<file path="src/rtl/tt_host_pkg.sv">
// tt_host_pkg: shared types and constants for the tt_aiju host pin port.
//   state_t   - host port FSM states
//   bus_req_t - register-bus request driven by the port
//   cmd_ok()  - command byte reserved-field check
package tt_host_pkg;

  // Command byte layout: [7] write/read, [6:4] reserved (must be 0), [3:0] addr
  localparam int CMD_WR_BIT  = 7;
  localparam int CMD_RSV_MSB = 6;
  localparam int CMD_RSV_LSB = 4;
  localparam int ADDR_W      = 4;

  // Returned to the host when a read times out on the bus
  localparam logic [7:0] RD_ERR_VALUE = 8'hFF;

  typedef enum logic [2:0] {
    S_IDLE,
    S_CMDACK,
    S_WDATA,
    S_BUS,
    S_ACK
  } state_t;

  typedef struct packed {
    logic              we;
    logic              re;
    logic [ADDR_W-1:0] addr;
    logic [7:0]        wdata;
  } bus_req_t;

  function automatic logic cmd_ok(input logic [7:0] b);
    return (b[CMD_RSV_MSB:CMD_RSV_LSB] == '0);
  endfunction

endpackage

</file>
<file path="src/rtl/tt_sync.sv">
// tt_sync: STAGES-deep flop synchronizer for asynchronous pin inputs.
//   clk, rst - clock, async active-high reset (flops clear to 0)
//   d        - asynchronous input
//   q        - synchronized output, STAGES clocks behind d
module tt_sync #(
  parameter int STAGES = 2,
  parameter int WIDTH  = 1
) (
  input  logic             clk,
  input  logic             rst,
  input  logic [WIDTH-1:0] d,
  output logic [WIDTH-1:0] q
);

  logic [STAGES-1:0][WIDTH-1:0] pipe;

  always_ff @(posedge clk or posedge rst) begin
    if (rst) pipe <= '0;
    else     pipe <= {pipe[STAGES-2:0], d};
  end

  assign q = pipe[STAGES-1];

endmodule

</file>
<file path="src/rtl/tt_host_port.sv">
// tt_host_port: pin-side host interface of the tt_aiju tile.
// The host places a byte on pin_data_in and toggles pin_stb; the port
// decodes register read/write commands, runs one transfer on the internal
// register bus and answers by toggling pin_ack (read data on pin_data_out).
//   clk, rst     - clock, async active-high reset
//   pin_data_in  - host byte, stable from strobe toggle until ack toggle
//   pin_stb      - async toggle strobe, one toggle per byte
//   pin_data_out - last read result (0xFF after a read timeout)
//   pin_ack      - toggles once per consumed byte
//   bus_*        - single-transfer register bus, request held until ready
//   err          - sticky bad-command / bus-timeout flag
module tt_host_port
  import tt_host_pkg::*;
#(
  parameter int SYNC_STAGES = 2,
  parameter int TIMEOUT     = 15
) (
  input  logic        clk,
  input  logic        rst,
  input  logic [7:0]  pin_data_in,
  input  logic        pin_stb,
  output logic [7:0]  pin_data_out,
  output logic        pin_ack,
  output logic [3:0]  bus_addr,
  output logic [7:0]  bus_wdata,
  output logic        bus_we,
  output logic        bus_re,
  input  logic [7:0]  bus_rdata,
  input  logic        bus_ready,
  output logic        err
);

  // Counter value on the TIMEOUT-th request cycle (counter starts at 0)
  localparam logic [3:0] WAIT_LAST = 4'(TIMEOUT - 1);

  state_t     state;
  bus_req_t   req;
  logic [3:0] wait_cnt;
  logic       stb_sync;
  logic       stb_seen;
  logic       new_byte;

  tt_sync #(
    .STAGES (SYNC_STAGES),
    .WIDTH  (1)
  ) u_stb_sync (
    .clk (clk),
    .rst (rst),
    .d   (pin_stb),
    .q   (stb_sync)
  );

  // stb_seen only advances when a byte is consumed, so a toggle that lands
  // while the port is busy stays pending here until the port can take it.
  assign new_byte = stb_sync ^ stb_seen;

  assign bus_addr  = req.addr;
  assign bus_wdata = req.wdata;
  assign bus_we    = req.we;
  assign bus_re    = req.re;

  always_ff @(posedge clk or posedge rst) begin
    if (rst) begin
      state        <= S_IDLE;
      req          <= '0;
      wait_cnt     <= '0;
      stb_seen     <= 1'b0;
      pin_ack      <= 1'b0;
      pin_data_out <= '0;
      err          <= 1'b0;
    end else begin
      case (state)
        S_IDLE: begin
          if (new_byte) begin
            stb_seen <= stb_sync;
            if (!cmd_ok(pin_data_in)) begin
              // Discard the byte but still acknowledge it
              err   <= 1'b1;
              state <= S_ACK;
            end else begin
              req.addr <= pin_data_in[ADDR_W-1:0];
              wait_cnt <= '0;
              if (pin_data_in[CMD_WR_BIT]) begin
                state <= S_CMDACK;
              end else begin
                req.re <= 1'b1;
                state  <= S_BUS;
              end
            end
          end
        end

        S_CMDACK: begin
          pin_ack <= ~pin_ack;
          state   <= S_WDATA;
        end

        S_WDATA: begin
          if (new_byte) begin
            stb_seen  <= stb_sync;
            req.wdata <= pin_data_in;
            req.we    <= 1'b1;
            wait_cnt  <= '0;
            state     <= S_BUS;
          end
        end

        S_BUS: begin
          // bus_ready wins over the timeout on the last allowed cycle
          if (bus_ready) begin
            if (req.re) pin_data_out <= bus_rdata;
            req.we <= 1'b0;
            req.re <= 1'b0;
            state  <= S_ACK;
          end else if (wait_cnt == WAIT_LAST) begin
            if (req.re) pin_data_out <= RD_ERR_VALUE;
            req.we <= 1'b0;
            req.re <= 1'b0;
            err    <= 1'b1;
            state  <= S_ACK;
          end else begin
            wait_cnt <= wait_cnt + 4'd1;
          end
        end

        S_ACK: begin
          pin_ack <= ~pin_ack;
          state   <= S_IDLE;
        end

        default: state <= S_IDLE;
      endcase
    end
  end

endmodule

</file>
<file path="config.mk">
export PLATFORM = sky130hd
export DESIGN_NAME = tt_host_port
export DESIGN_NICKNAME = d
export VERILOG_FILES = /design/src/rtl/tt_host_pkg.sv /design/src/rtl/tt_sync.sv /design/src/rtl/tt_host_port.sv
export SDC_FILE = /design/constraint.sdc
export NUM_CORES = 1
export LEC_CHECK = 0
export CAP_MARGIN = 20
export CORE_UTILIZATION = 52
export CTS_BUF_LIST = sky130_fd_sc_hd__clkbuf_4 sky130_fd_sc_hd__clkbuf_8
export CTS_CLUSTER_SIZE = 20
export DETAILED_ROUTE_END_ITERATION = 12
export GPL_ROUTABILITY_DRIVEN = 0
export PLACE_DENSITY = 0.86
export SYNTH_ARGS = -nofsm -noshare
export SYNTH_HDL_FRONTEND = slang
export SYNTH_SLANG_ARGS = --single-unit
</file>
<file path="constraint.sdc">
create_clock -name clk -period 3.45 [get_ports clk]
set_input_delay 1.035 -clock clk [delete_from_list [all_inputs] [get_ports clk]]
set_output_delay 1.035 -clock clk [all_outputs]
set_load 0.05 [all_outputs]
</file>
After elaboration in Yosys (flattened, before gate mapping)
Index checks and enable logic that the tools add are counted.
W data, S select, Z words.
{ "word_totals": {"regBits": 34, "input_bits": 20, "out_inout_bits": 24, "word_cells": 76} }
{ "classes": {"add_sub_neg": 1, "eq_ne": 14, "n_mux": 30, "n_bitwise": 2, "reduce_logical": 17} }
{ "ops": {"columns": ["operator", "n"], "rows": [
  ["$mux W8", 4],
  ["$mux W4", 5],
  ["$ne A2 B2 Y1 const B", 8],
  ["$mux W3", 5],
  ["$pmux W3 S4", 1],
  ["$pmux W4 S3", 1],
  ["$reduce_and A3 Y1", 4],
  ["$mux W5", 2],
  ["$reduce_and A5 Y1", 2],
  ["$eq A3 B2 Y1 const B", 2],
  ["$logic_not A3 Y1", 2],
  ["$mux W1", 6],
  ["$mux W2", 3],
  ["$pmux W1 S2", 3],
  ["$reduce_and A6 Y1", 1],
  ["$reduce_bool A2 Y1", 3],
  ["$add A4 B1 Y4 const B", 1],
  ["$eq A4 B4 Y1 const B", 1],
  ["$reduce_and A2 Y1", 2],
  ["$reduce_or A2 Y1", 2],
  ["$eq A3 B1 Y1 const B", 1],
  ["$eq A3 B3 Y1 const B", 1],
  ["$ne A3 B3 Y1 const B", 1],
  ["$reduce_bool A3 Y1", 1],
  ["2 further kinds", 2]
]} }

Depth between registers and ports, before layout
{ "depth": {"word_depth": 4, "depth_mapped": 6} }

By module
From an unflattened synthesis, not the netlist that was laid out.
{ "unflattened": {"cells_unflattened": 115, "hier_area_um2": 1442.6} }
{ "by_module_without_submodules": {"columns": ["mod", "n_inst", "cells_per_inst", "area_per_inst_um2", "seq_area_each_um2"], "rows": [
  ["tt_host_port", 1, 112, 1388.8, 800.8],
  ["tt_sync", 1, 3, 53.8, 50.0]
]} }

Least setup slack after synthesis
OpenSTA, ideal clock, no wires.
{ "synth_timing": {"path_kind": "input to register", "from": "input pin_data_in[4]", "to": "register req, in the netlist bus_addr[0]", "setup_ns": 0.125, "arrival_ns": 1.946, "required_ns": 3.325, "path_slack_ns": 1.379, "stages": 4, "n_path_buf": 0, "path_cell_list": "or3_4 -> nor2_1 -> nand3_1 -> mux2_2"} }
{ "synth_via": {"elab_chain_len": 2} }
{ "synth_rtl": {"columns": ["element", "line", "source"], "rows": [
  ["start: declaration", "tt_host_port.sv:20", "input logic [7:0] pin_data_in,"],
  ["$logic_not A3 Y1", "tt_host_pkg.sv:32", "return (b[CMD_RSV_MSB:CMD_RSV_LSB] == '0);"],
  ["$reduce_and A3 Y1 (no source line)", null, null],
  ["end: declaration", "tt_host_port.sv:37", "bus_req_t req;"]
]} }
Every way passes these cells.
A chain may end at the register's enable or synchronous reset.

Worst setup path after layout
{ "layout_timing": {"from": "register req, in the netlist bus_re", "to": "output bus_re"} }
{ "layout_rtl": {"columns": ["element", "line", "source"], "rows": [
  ["end: declaration", "tt_host_port.sv:27", "output logic bus_re,"]
]} }
No word-level cell between the ends.

==> results.yml <==
routing:
  avgRoutedWirePerCell_um: 14.9
  drt_iter0_drc: 35
  final_antenna_net_count: 0
  drt-vias-per-instance: 5.50
  drt_pass_1_iters: 4
  vias: 1122
  drc: 0
  routed_wl_mm: 3.04
critical_path:
  cp-start-kind: "register"
  path_cells: "clkdlybuf4s50_1"
  critical_path_required_ns: 2.41
  critical_path_arrival_ns: 1.54
  cp.buffers_inverters: 1
  timing.critical_path.slowest_stage_cell: "sky130_fd_sc_hd__clkdlybuf4s50_1"
  cpPeakStageDelay_ns: 0.83
  critPathCaptureType: "primary output"
  path_delay_family: "buffers and inverters"
  worst-path-max-fanout: 4
  critical_path_class: "reg -> out"
synth:
  synth.yosys.seq_area_share_pct: 55.5
  synthXorXnorAreaFrac_pct: 2.78
  share_of_synthesized_cell_area_in_full_adder_half_adder_and_majority_cells_pct: 1.63
  synthSimpleGateAreaFrac_pct: 12.3
  yosysWarningCount: 0
  synth.distinct_cells: 32
  cell_count_after_synthesis: 126
  netlist.top_cell.by_area: "sky130_fd_sc_hd__dfrtp_1"
  ys_top_cells_by_area: "sky130_fd_sc_hd__dfrtp_1, sky130_fd_sc_hd__mux2_2, sky130_fd_sc_hd__nand2b_1, sky130_fd_sc_hd__nor2_1, sky130_fd_sc_hd__a21oi_1"
  post_synth_mux_area_share_pct: 16.1
  synthesized_flop_and_latch_total: 34
  synth_fp_nets: 148
  combinational_family_with_the_most_area_after_synthesis: "multiplexers"
  syn_area_per_cell_um2: 12.2
  synthesis.area_um2: 1530
  netlist.area_leader.share_pct: 55.5
  synth_compound_gate_area_share_pct: 8.98
global_routing:
  grt-ovfl-total: 0
  grt_pass1_vias: 1156
  global_route.usage.total_pct: 21.4
  grt_max_degree: 29
  antenna_found_initial: 0
  first_pass_grt_wire_length_mm: 5.09
sta:
  hold_ws_ns: 0.356
  fin_setup_tns_ns: 0
  final.period_utilization_pct: 74.7
  timing.max_slew.rel_slack_pct: 65.8
  maxSlewViolCount: 0
  timing.fmax_ghz: 0.388
  timing.clock.skew_ns: 0.00271
  post-route-min-period_ns: 2.58
  unrepaired_setup_endpoints_after_global_routing: "false"
  setup_viol: 0
  hold_vio_cnt_final: 0
  worst_pin_slew_ns: 0.511
placed_design:
  post_dp_cell_area_um2: 1990
  dp_cells: 197
  port_buffer_count: 43
  place.detailed.hpwl_mm: 2.32
final_layout:
  final-instance-count-excl-fill: 204
  syn_to_final_growth_pct: 33.3
  final_layout_size_suffix_gt1_share_pct: 20.2
  layout.cells.most_common: "sky130_fd_sc_hd__clkdlybuf4s50_1"
  ant_cells: 0
  finish.net_count: 195
  mostFrequentLayoutCells: "sky130_fd_sc_hd__clkdlybuf4s50_1, sky130_fd_sc_hd__dfrtp_1, sky130_fd_sc_hd__mux2_2"
  fillerInstances: 197
  post-route-cell-area_um2: 2040
  seq_area_um2: 851
  multi_input_comb_area_um2: 641
die:
  rows: 19
  core_region_area_um2: 2780
  die-height_um: 56.3
  die_w_um: 56.3
  pin_count: 44
  die_area_um2: 3170
  initial_cell_density_of_the_core_pct: 55.1
clocking:
  cts_buffers: 5
  clock_latency_ns: 0.32
  worst_setup_hold_path_clk_slew_ns: 0.09
  cts_hold_buffers: 0
  cts_htree_levels: 2
  clock_sink_count: 34
  cts_root_buf: "sky130_fd_sc_hd__clkbuf_4"
  post_cts.repair.setup_buffers: 0
  cts_repair_resize_count: 0
  cts_tree: "done"
  cts-root-to-sink-buffers: 2
pwr:
  pwr_density_cell_nw_per_um2: 849
  power_report.internal_total_uw: 964
  post-layout-total-power_mw: 1.73
  clockPowerShare_pct: 12.2
  p_switching_uw: 771
  leakagePower_nw: 0.907
  swShare_pct: 44.4
  proportion_of_power_drawn_by_flip_flops_and_latches_pct: 36.8
  highest_ir_drop_seen_on_vdd_mv: 0.863
  comb_power_share_pct: 51.0
flow_run:
  timing.max_cap.violations: 0
run_status:
  status: "finished, final reports clean"
hold_path:
  hold_path_class: "reg -> reg"
synth_stat cells:
master and number:
sky130_fd_sc_hd__o21ai_0 2, sky130_fd_sc_hd__nand4b_1 1, sky130_fd_sc_hd__nor3_1 2, sky130_fd_sc_hd__nor2_1 9, sky130_fd_sc_hd__nand2b_1 8, sky130_fd_sc_hd__buf_2 3, sky130_fd_sc_hd__a2bb2oi_1 1, sky130_fd_sc_hd__or3_4 1
sky130_fd_sc_hd__buf_4 1, sky130_fd_sc_hd__xor2_1 1, sky130_fd_sc_hd__inv_1 4, sky130_fd_sc_hd__o22ai_1 1, sky130_fd_sc_hd__a21o_1 3, sky130_fd_sc_hd__ha_1 2, sky130_fd_sc_hd__a21oi_1 5, sky130_fd_sc_hd__xor2_2 1
sky130_fd_sc_hd__nor2b_1 1, sky130_fd_sc_hd__nand3_1 5, sky130_fd_sc_hd__clkbuf_1 1, sky130_fd_sc_hd__o31ai_1 2, sky130_fd_sc_hd__mux2i_1 1, sky130_fd_sc_hd__mux2_2 21, sky130_fd_sc_hd__nand3b_1 1, sky130_fd_sc_hd__nand3_2 1
sky130_fd_sc_hd__nand2_1 5, sky130_fd_sc_hd__a211o_1 1, sky130_fd_sc_hd__dfrtp_1 34, sky130_fd_sc_hd__o211a_1 1, sky130_fd_sc_hd__xnor2_1 2, sky130_fd_sc_hd__and3_2 1, sky130_fd_sc_hd__a31oi_1 3, sky130_fd_sc_hd__o211ai_2 1
routing by layer:
layer  GRT usage [%]  vias to the layer above  wire length, um
li1                -                      532                -
met1            25.8                      557             1320
met2            35.9                       26             1560
met3            5.30                        7               94
met4            10.5                        0               70
met5               0                        -                0
layout make-up:
class / count / share of cell area [%]
Clock buffer: 7 / 2.57
Tap cell: 31 / 1.90
Multi-Input combinational cell: 83 / 31.4
Timing Repair Buffer: 45 / 21.8
Sequential cell: 34 / 41.6
Inverter: 4 / 0.735
power by group through the flow:
stage	combinational (mW)	sequential [mW]	clock (mW)
3_3_place_gp	0.870	0.638	0
4_1_cts	0.891	0.638	0.218
6_report	0.884	0.639	0.211
2_1_floorplan	0.313	0.938	0
3_5_place_dp	0.887	0.645	0
5_1_grt	0.932	0.655	0.235
worst paths after layout:
path	endpoint	slack, ns	cells past startpoint	startpoint
max	bus_re	0.87	1	bus_re$_DFFE_PP0P_
min	u_stb_sync.q$_DFF_PP0_	0.36	0	u_stb_sync.pipe[0]$_DFF_PP0_
max reg2reg	pin_data_out[1]$_DFFE_PP0P_	1.65	4	state[1]$_DFFE_PP0P_
min reg2reg	u_stb_sync.q$_DFF_PP0_	0.36	0	u_stb_sync.pipe[0]$_DFF_PP0_
max in group asynchronous	bus_addr[3]$_DFFE_PP0P_	1.88	3	rst
min in group asynchronous	pin_data_out[3]$_DFFE_PP0P_	0.94	2	rst
sequential cells by signal, indices dropped and copies added (netlist names):
signal and count:
bus_wdata 8, pin_data_out 8, bus_addr 4, wait_cnt 4, state 3, bus_re 1
bus_we 1, err 1, pin_ack 1, stb_seen 1, u_stb_sync.pipe 1, u_stb_sync.q 1
metrics by stage:
| step | setup slack, ns | utilization (%) |
|---|---|---|
| after floorplan | 1.38 | - |
| after global placement | 0.853 | 71.6 |
| after detailed placement | 0.815 | 71.6 |
| after CTS | 0.854 | 73.5 |
| after global routing | 0.821 | 73.5 |
| final | 0.873 | 73.5 |
cells by family (layout without fill, tap and decap cells):
kind of cell    Yosys count  count (layout)
simple gates             35              35
flops                    34              34
mux                      22              22
compound gates           20              20
buf+inv                   9              56
xor+xnor                  4               4
fa+ha+maj                 2               2
Power figures use the tool's default switching activity.
